<file path="src/rtl/arbitro_rr.sv">
// arbitro_rr: round-robin burst scheduler between 4 FWFT input FIFOs and
// 4 output FIFOs. The two MSBs of each word select the destination FIFO.
// A granted source keeps the path for up to MAX_BURST words, then ownership
// rotates. Output FIFOs hold off traffic through their almostfull flags.
// Optional macro ARB_XFER_COUNT_EN adds 8-bit per-source pop counters
// (xfer_cnt_p0..xfer_cnt_p3).
module arbitro_rr #(
    parameter int FIFO_WORD_SIZE = 10,
    parameter int MAX_BURST      = 4,
    parameter int CNT_WIDTH      = 3
) (
    input  logic                      clk,
    input  logic                      reset,
    input  logic                      enable,
    input  logic                      empty_p0,
    input  logic                      empty_p1,
    input  logic                      empty_p2,
    input  logic                      empty_p3,
    input  logic                      almostfull_p0,
    input  logic                      almostfull_p1,
    input  logic                      almostfull_p2,
    input  logic                      almostfull_p3,
    input  logic [FIFO_WORD_SIZE-1:0] data_in_0,
    input  logic [FIFO_WORD_SIZE-1:0] data_in_1,
    input  logic [FIFO_WORD_SIZE-1:0] data_in_2,
    input  logic [FIFO_WORD_SIZE-1:0] data_in_3,
    output logic                      pop_p0,
    output logic                      pop_p1,
    output logic                      pop_p2,
    output logic                      pop_p3,
    output logic [FIFO_WORD_SIZE-1:0] data_out,
    output logic                      push_p0,
    output logic                      push_p1,
    output logic                      push_p2,
    output logic                      push_p3,
    output logic [1:0]                grant,
    output logic                      busy
`ifdef ARB_XFER_COUNT_EN
    ,
    output logic [7:0]                xfer_cnt_p0,
    output logic [7:0]                xfer_cnt_p1,
    output logic [7:0]                xfer_cnt_p2,
    output logic [7:0]                xfer_cnt_p3
`endif
);

    localparam logic [CNT_WIDTH-1:0] MAX_CNT   = CNT_WIDTH'(MAX_BURST);
    localparam logic [CNT_WIDTH-1:0] CNT_ONE   = CNT_WIDTH'(1);
    localparam bit                   MULTI_WORD = (MAX_BURST > 1);

    typedef enum logic {
        IDLE  = 1'b0,
        BURST = 1'b1
    } state_t;

    // Registered state
    state_t                    state_reg;
    logic [1:0]                rr_ptr_reg;
    logic [CNT_WIDTH-1:0]      burst_cnt_reg;
    logic [1:0]                grant_reg;
    logic                      busy_reg;
    logic [FIFO_WORD_SIZE-1:0] data_out_reg;
    logic [3:0]                push_reg;

    // Per-source views of the scalar ports
    logic [3:0]                empty_v;
    logic [3:0]                af_v;
    logic [FIFO_WORD_SIZE-1:0] din [4];
    logic [1:0]                dest [4];
    logic [3:0]                elig;

    // Arbitration results
    logic                      win_found;
    logic [1:0]                win_idx;
    logic [3:0]                pop_v;
    logic                      take;
    logic [1:0]                sel;
    logic [FIFO_WORD_SIZE-1:0] sel_word;
    logic [3:0]                push_next;

    assign empty_v = {empty_p3, empty_p2, empty_p1, empty_p0};
    assign af_v    = {almostfull_p3, almostfull_p2, almostfull_p1, almostfull_p0};
    assign din[0]  = data_in_0;
    assign din[1]  = data_in_1;
    assign din[2]  = data_in_2;
    assign din[3]  = data_in_3;

    // A source is eligible when it has a word and that word's destination
    // is not almost full; checked every cycle, word by word.
    generate
        for (genvar gi = 0; gi < 4; gi++) begin : g_elig
            assign dest[gi] = din[gi][FIFO_WORD_SIZE-1:FIFO_WORD_SIZE-2];
            assign elig[gi] = !empty_v[gi] && !af_v[dest[gi]];
        end
    endgenerate

    // Round-robin search starting just after the last owner
    always_comb begin
        logic [1:0] idx;
        win_found = 1'b0;
        win_idx   = 2'd0;
        idx       = 2'd0;
        for (int k = 1; k <= 4; k++) begin
            idx = rr_ptr_reg + 2'(k);
            if (!win_found && elig[idx]) begin
                win_found = 1'b1;
                win_idx   = idx;
            end
        end
    end

    // Pop decode: new grant in IDLE, continuation of the owner in BURST.
    // Reset suppresses every pop immediately.
    always_comb begin
        pop_v = 4'b0000;
        if (!reset) begin
            case (state_reg)
                IDLE: begin
                    if (enable && win_found) begin
                        pop_v[win_idx] = 1'b1;
                    end
                end
                BURST: begin
                    if (enable && elig[grant_reg] && (burst_cnt_reg < MAX_CNT)) begin
                        pop_v[grant_reg] = 1'b1;
                    end
                end
                default: pop_v = 4'b0000;
            endcase
        end
    end

    // Word selection and one-hot destination decode for the popped word
    always_comb begin
        take      = |pop_v;
        sel       = (state_reg == IDLE) ? win_idx : grant_reg;
        sel_word  = din[sel];
        push_next = 4'b0000;
        if (take) begin
            push_next[dest[sel]] = 1'b1;
        end
    end

    assign pop_p0 = pop_v[0];
    assign pop_p1 = pop_v[1];
    assign pop_p2 = pop_v[2];
    assign pop_p3 = pop_v[3];

    // Scheduler FSM with registered outputs; the word popped this cycle
    // reaches data_out/push on the next edge.
    always_ff @(posedge clk or posedge reset) begin
        if (reset) begin
            state_reg     <= IDLE;
            rr_ptr_reg    <= 2'd3;
            burst_cnt_reg <= '0;
            grant_reg     <= 2'd0;
            busy_reg      <= 1'b0;
            data_out_reg  <= '0;
            push_reg      <= 4'b0000;
        end else begin
            case (state_reg)
                IDLE: begin
                    if (take) begin
                        grant_reg     <= win_idx;
                        data_out_reg  <= sel_word;
                        push_reg      <= push_next;
                        burst_cnt_reg <= CNT_ONE;
                        if (MULTI_WORD) begin
                            busy_reg  <= 1'b1;
                            state_reg <= BURST;
                        end else begin
                            rr_ptr_reg <= win_idx;
                        end
                    end else begin
                        push_reg <= 4'b0000;
                    end
                end
                BURST: begin
                    if (take) begin
                        data_out_reg  <= sel_word;
                        push_reg      <= push_next;
                        burst_cnt_reg <= burst_cnt_reg + CNT_ONE;
                    end else begin
                        // Release: one bubble cycle, ownership rotates past grant
                        state_reg     <= IDLE;
                        rr_ptr_reg    <= grant_reg;
                        burst_cnt_reg <= '0;
                        busy_reg      <= 1'b0;
                        push_reg      <= 4'b0000;
                    end
                end
                default: begin
                    state_reg <= IDLE;
                    push_reg  <= 4'b0000;
                end
            endcase
        end
    end

    assign data_out = data_out_reg;
    assign push_p0  = push_reg[0];
    assign push_p1  = push_reg[1];
    assign push_p2  = push_reg[2];
    assign push_p3  = push_reg[3];
    assign grant    = grant_reg;
    assign busy     = busy_reg;

`ifdef ARB_XFER_COUNT_EN
    logic [7:0] xfer_cnt_reg [4];

    generate
        for (genvar gi = 0; gi < 4; gi++) begin : g_xfer
            // Free-running 8-bit pop counter per source, wraps naturally
            always_ff @(posedge clk or posedge reset) begin
                if (reset) begin
                    xfer_cnt_reg[gi] <= 8'd0;
                end else if (pop_v[gi]) begin
                    xfer_cnt_reg[gi] <= xfer_cnt_reg[gi] + 8'd1;
                end
            end
        end
    endgenerate

    assign xfer_cnt_p0 = xfer_cnt_reg[0];
    assign xfer_cnt_p1 = xfer_cnt_reg[1];
    assign xfer_cnt_p2 = xfer_cnt_reg[2];
    assign xfer_cnt_p3 = xfer_cnt_reg[3];
`endif

endmodule

</file>
<file path="config.mk">
export PLATFORM = sky130hd
export DESIGN_NAME = arbitro_rr
export DESIGN_NICKNAME = d
export VERILOG_FILES = /design/src/rtl/arbitro_rr.sv
export SDC_FILE = /design/constraint.sdc
export NUM_CORES = 1
export LEC_CHECK = 0
export ABC_AREA = 1
export CORE_MARGIN = 1
export CORE_UTILIZATION = 45
export CTS_CLUSTER_SIZE = 10
export DETAILED_ROUTE_END_ITERATION = 8
export GPL_TIMING_DRIVEN = 0
export PLACE_DENSITY = 0.87
export SYNTH_ARGS = -nofsm -noshare
export SYNTH_HDL_FRONTEND = slang
export SYNTH_SLANG_ARGS = --single-unit
</file>
<file path="constraint.sdc">
create_clock -name clk -period 4.77 [get_ports clk]
set_clock_uncertainty 0.05 [all_clocks]
set_input_delay 0.954 -clock clk [delete_from_list [all_inputs] [get_ports clk]]
set_output_delay 0.954 -clock clk [all_outputs]
set_load 0.02 [all_outputs]
</file>
# After elaboration in Yosys (flattened, before gate mapping)
# Index checks and enable logic that the tools add are counted.
[op_classes]
n_addsub = 4
magnitude_cmp = 16
n_eq_ne = 2
mux = 54
n_bitwise = 2
n_reduce_logical = 28
[op_table]
columns = ["cell", "count"]
rows = [
  ["$lt A2 B3 Y1 const B", 11],
  ["$mux W10", 3],
  ["$bmux W10 S2", 1],
  ["$mux W1", 19],
  ["$bmux W1 S2", 9],
  ["$mux W2", 9],
  ["$mux W4", 4],
  ["$logic_and A1 B1 Y1", 13],
  ["$logic_not A1 Y1", 11],
  ["$pmux W4 S2", 1],
  ["$demux W1 S2", 3],
  ["$ge A2 B1 Y1 const B", 3],
  ["$mux W3", 2],
  ["$pmux W3 S2", 1],
  ["$reduce_and A2 Y1", 3],
  ["$add A2 B2 Y2 const B", 2],
  ["$bmux W2 S2", 1],
  ["$ne A2 B2 Y1 const B", 2],
  ["$reduce_or A4 Y1", 1],
  ["$add A3 B1 Y3 const B", 1],
  ["$ge A3 B3 Y1 const B", 1],
  ["$lt A3 B3 Y1 const B", 1],
  ["$not A2 Y3", 1],
  ["$add A2 B1 Y2 const B", 1],
  ["2 further kinds", 2],
]
[word_totals]
regBits = 23
input_bits = 51
output_inout_bits = 21
wordCells = 113

# Logic depth before layout (Yosys ltp)
# Gate-level depths: netlist of the first run.
[depth]
ltp_word = 26
ltp_mapped = 23

# Least setup slack after synthesis of the first run
# No wires, ideal clock.
[synth_timing]
path_type = "input-to-output"
startpoint = "in data_in_2[8]"
endpoint = "out pop_p0"
t_arrival_ns = 2.179
required_time_ns = 3.766
setup_slack_ns = 1.587
cell_stages = 16
path_cell_list = "inv_2 -> nand2_1 -> nand3_1 -> nand2_1 -> nand3_1 -> nand2_1 -> nand2_1 -> nand2_2 -> nor2_2 -> nor2_1 -> nand2_4 -> nand2_2 -> nand2_1 -> nand2_1 -> nand2_1 -> inv_1"
[synth_via]
elab_chain_len = 23
[synth_lines]
columns = ["element", "line", "text"]
rows = [
  ["start, declared", "25", "input logic [FIFO_WORD_SIZE-1:0] data_in_2,"],
  ["$bmux W1 S2 *", "93", "assign elig[gi] = !empty_v[gi] && !af_v[dest[gi]];"],
  ["$mux W1 (not written as such) *", "93", ""],
  ["$logic_not A1 Y1 *", "93", ""],
  ["$logic_and A1 B1 Y1 *", "93", ""],
  ["$bmux W1 S2", "105", "if (!win_found && elig[idx]) begin"],
  ["$mux W1 (not written as such)", "105", ""],
  ["$mux W1", "105", ""],
  ["$logic_not A1 Y1", "105", ""],
  ["(+7 left out)", "n/a", ""],
  ["$mux W2", "105", ""],
  ["$lt A2 B3 Y1 (not written as such) / $ge A2 B1 Y1 (equally long branches)", "120", "pop_v[win_idx] = 1'b1;"],
  ["$logic_and A1 B1 Y1 (not written as such)", "120", ""],
  ["$mux W1 (not written as such)", "120", ""],
  ["$demux W1 S2", "120", ""],
  ["$mux W4", "119", "if (enable && win_found) begin"],
  ["$pmux W4 S2 *", "117", "case (state_reg)"],
  ["$mux W4 *", "116", "if (!reset) begin"],
  ["end, declared", "27", "output logic pop_p0,"],
]
# Every way passes the cells marked *; elsewhere a longest branch is shown, timed or not. The select of a mux whose other input is x is not followed.

# Worst setup path in the final report of the first run
[layout_timing]
startpoint = "in data_in_3[8]"
endpoint = "out pop_p3"
[layout_via]
elab_chain_len = 23
[layout_lines]
columns = ["element", "line", "text"]
rows = [
  ["start, declared", "26", "input logic [FIFO_WORD_SIZE-1:0] data_in_3,"],
  ["$bmux W1 S2 *", "93", ""],
  ["$mux W1 (not written as such) *", "93", ""],
  ["$logic_not A1 Y1 *", "93", ""],
  ["$logic_and A1 B1 Y1 *", "93", ""],
  ["$bmux W1 S2", "105", ""],
  ["$mux W1 (not written as such)", "105", ""],
  ["$mux W1", "105", ""],
  ["$logic_not A1 Y1", "105", ""],
  ["(+7 left out)", "n/a", ""],
  ["$mux W2", "105", ""],
  ["$lt A2 B3 Y1 (not written as such) / $ge A2 B1 Y1 (equally long branches)", "120", ""],
  ["$logic_and A1 B1 Y1 (not written as such)", "120", ""],
  ["$mux W1 (not written as such)", "120", ""],
  ["$demux W1 S2", "120", ""],
  ["$mux W4", "119", ""],
  ["$pmux W4 S2 *", "117", ""],
  ["$mux W4 *", "116", ""],
  ["end, declared", "30", "output logic pop_p3,"],
]
# Marks and branches as above.

==> metrics, run 1 <==
status finished clean; Worst-Margin Slew 0.878 ns; total power 2.04 mW; cell taking the most area after synthesis dfrtp_1; io pins 72; worst r2r path cells 19; final wirelength 5210 um; Tcrit/Tclk final 92.9%; PwrDens 741 mW/mm^2; Reg-to-Reg End burst_cnt_reg[2]; input/output buffers 71; WL/cell 12.1 um; WHS Endpoint data_out[0]; RSZ-0062 raised after global routing no; WHS Path Cells 2; Worst R2R Setup Slack 1.68 ns; Met1 Wirelength 2220 um; Initial DRT Pass Iterations 4; fillers 344; synthesized area 0.00192 mm^2; area grow syn2layout 43.5%; prevailing post-synth register cell dfrtp_1; die area 0.00453 mm^2; final hold vios 0; worst path arrival time 3.43 ns; Mapped Cells 304; crit path launch data_in_3[8]; Rows 23; Post-synth ARST share 100%; H-tree levels 1; largest net degree at the start of global routing 26; Die X 67.3 um; # clock sinks 23; R2R Path Start rr_ptr_reg[0]; setup violators final 0; setup_tns 0 ns; Root Buffer clkbuf_8; CTS tree built; top cells by count, synth 108 x nand2_1, 32 x inv_1, 28 x nand3_1; Slew Viols, Final 0; top cells by area, synth dfrtp_1 27%, nand2_1 21%, nand3_1 7.3%; # diodes 0; synthesized flop and latch total 23; min Tclk post-route 4.43 ns; initial antenna violation count 0; vias in the first global route 2097; hold crit path type flop to flop; Reg clk slew, reported paths 0.07 ns; Peak supply drop 0.000421 V; Synth top area share 27.4%; HPWL after detailed placement 4130 um; Avg Inst Size Synth 6.31 um^2; drt first-iter violations 116; layout cells sized above 1 10.0%; Largest register FFs 10; worst relative slew slack 41.4%; GR Overflow Total 0; Clock Latency Late Sink 0.26 ns; Max Fanout on Critical Path 6; CP required 3.77 ns; met2 wire len 2560 um; number of synthesized flops with an enable pin 0; GRT Util Overall 25.8%; remaining antenna violation count 0; uppermost layer routed met4; type of the worst setup path input port to output port; drt drc 0; dpl ws 0.277 ns; nets 435; fmax 226 MHz; Num CTS Buffers 3; routability cong. 0.934; most common cell in the synthesized netlist nand2_1; Max Cap Viol 0; Longest Clk Path Bufs 2; register area share after synthesis 30.1%; Initial Util 47.3%; Yosys cell types 31; first-pass GRT wire length 8870 um; Synth warnings 0; critical path capture point type output port; critical hold path startpoint data_out[0]; vias per cell 5.12; Vias 2197; Core Box Area 0.00406 mm^2; Final WS setup 0.340 ns; met3 WL post-DR 356 um; hold buffer count at CTS 0; crit path launch type input port; Leak Pwr 1.43 nW; die height 67.3 um; Syn Nets 359
## metrics by stage
stage / hold WS, ns / util, % / cell area (um^2) / cells
finish: 0.440 / 67.9 / 2750 / 429
global placement: 0.415 / 66.4 / 2690 / 425
CTS: 0.440 / 67.5 / 2740 / 429
floorplan: 0.407 / - / 1920 / 304
global route: 0.467 / 67.9 / 2750 / 429
detailed placement: 0.417 / 66.4 / 2690 / 425
## logic make-up after synthesis
family	count (synthesis)	synth area share, %
AND/OR/NAND/NOR	175	39.7
AO/OA/AOI/OAI	53	15.8
buffers and inverters	48	10.9
flip-flops	23	30.1
adder cells (fa/ha/maj)	4	2.61
XOR/XNOR	1	0.848
## how the worst max path moves through the flow
stage	slack, ns	to
finish	0.34	pop_p3
global route	0.01	pop_p1
CTS	0.27	pop_p0
detailed placement	0.28	pop_p0
global placement	0.37	pop_p1
floorplan	1.59	pop_p0
## layout by cell type, fill, tap and decap left out, types with 2 or more instances in the layout
master,synthesis,final
nand2_1,108,108
clkdlybuf4s50_1,0,69
inv_1,32,32
nand3_1,28,28
nor2_1,22,22
dfrtp_1,21,21
a21oi_1,19,19
o21ai_0,16,16
o22ai_1,8,8
inv_2,7,7
nand2_2,7,7
ha_1,4,4
a21boi_0,3,3
buf_6,3,3
o21ai_1,3,3
clkbuf_8,0,3
clkbuf_1,2,2
nand3_2,2,2
nor3_2,0,2
buf_2,2,2
o211ai_2,2,2
dlymetal6s2s_1,0,2
dfstp_2,2,2
## power by group
part | switching, mW | internal (mW)
sequential | 0.0588 | 0.292
combinational | 0.968 | 0.605
clock | 0.0587 | 0.0582
## critical path, cell delays in order
cell,delay [ns]
clkdlybuf4s50_1,0.57
inv_2,0.06
nand2_1,0.06
nand3_1,0.07
nand2_1,0.12
nand3_1,0.11
nand3_1,0.09
nand2_1,0.16
nor2_2,0.16
nor2_1,0.07
nand2_4,0.10
nand3_1,0.08
nand2_1,0.09
nand2_1,0.10
inv_1,0.06
clkdlybuf4s50_1,0.59
## per-layer routing
| metal | track usage, % | vias up |
|---|---|---|
| met5 | 0 | - |
| li1 | - | 1124 |
| met1 | 30.4 | 982 |
| met2 | 46.8 | 81 |
| met3 | 5.24 | 10 |
| met4 | 7.45 | 0 |
## layout make-up
type	instances	area [um^2]	area share (%)
flip-flops and latches	23	578	21.0
well taps	50	62.6	2.27
clock inverters	1	5.00	0.182
inverters	40	150	5.45
multi-input cells	233	1140	41.5
plain buffers	8	58.8	2.14
clock buffers	3	41.3	1.50
repair buffers	71	716	26.0
## timing repair
item / 4_1_cts / 5_1_grt
buffers inserted: 0 / 0
hold endpoints to repair: 0 / 0
resized for setup: 0 / 4
setup endpoints to repair: 0 / 3
No activity file was read; power rests on OpenSTA's default activity.
==> run 2: changes to the inputs <==
--- a/config.mk
+++ b/config.mk
@@ -6,6 +6,7 @@
 export NUM_CORES = 1
 export LEC_CHECK = 0
 export ABC_AREA = 1
+export CAP_MARGIN = 25
 export CORE_MARGIN = 1
 export CORE_UTILIZATION = 45
 export CTS_CLUSTER_SIZE = 10
==> results of run 2 <==
No change in the layout: final DEF, timing and power equal those of run 1.
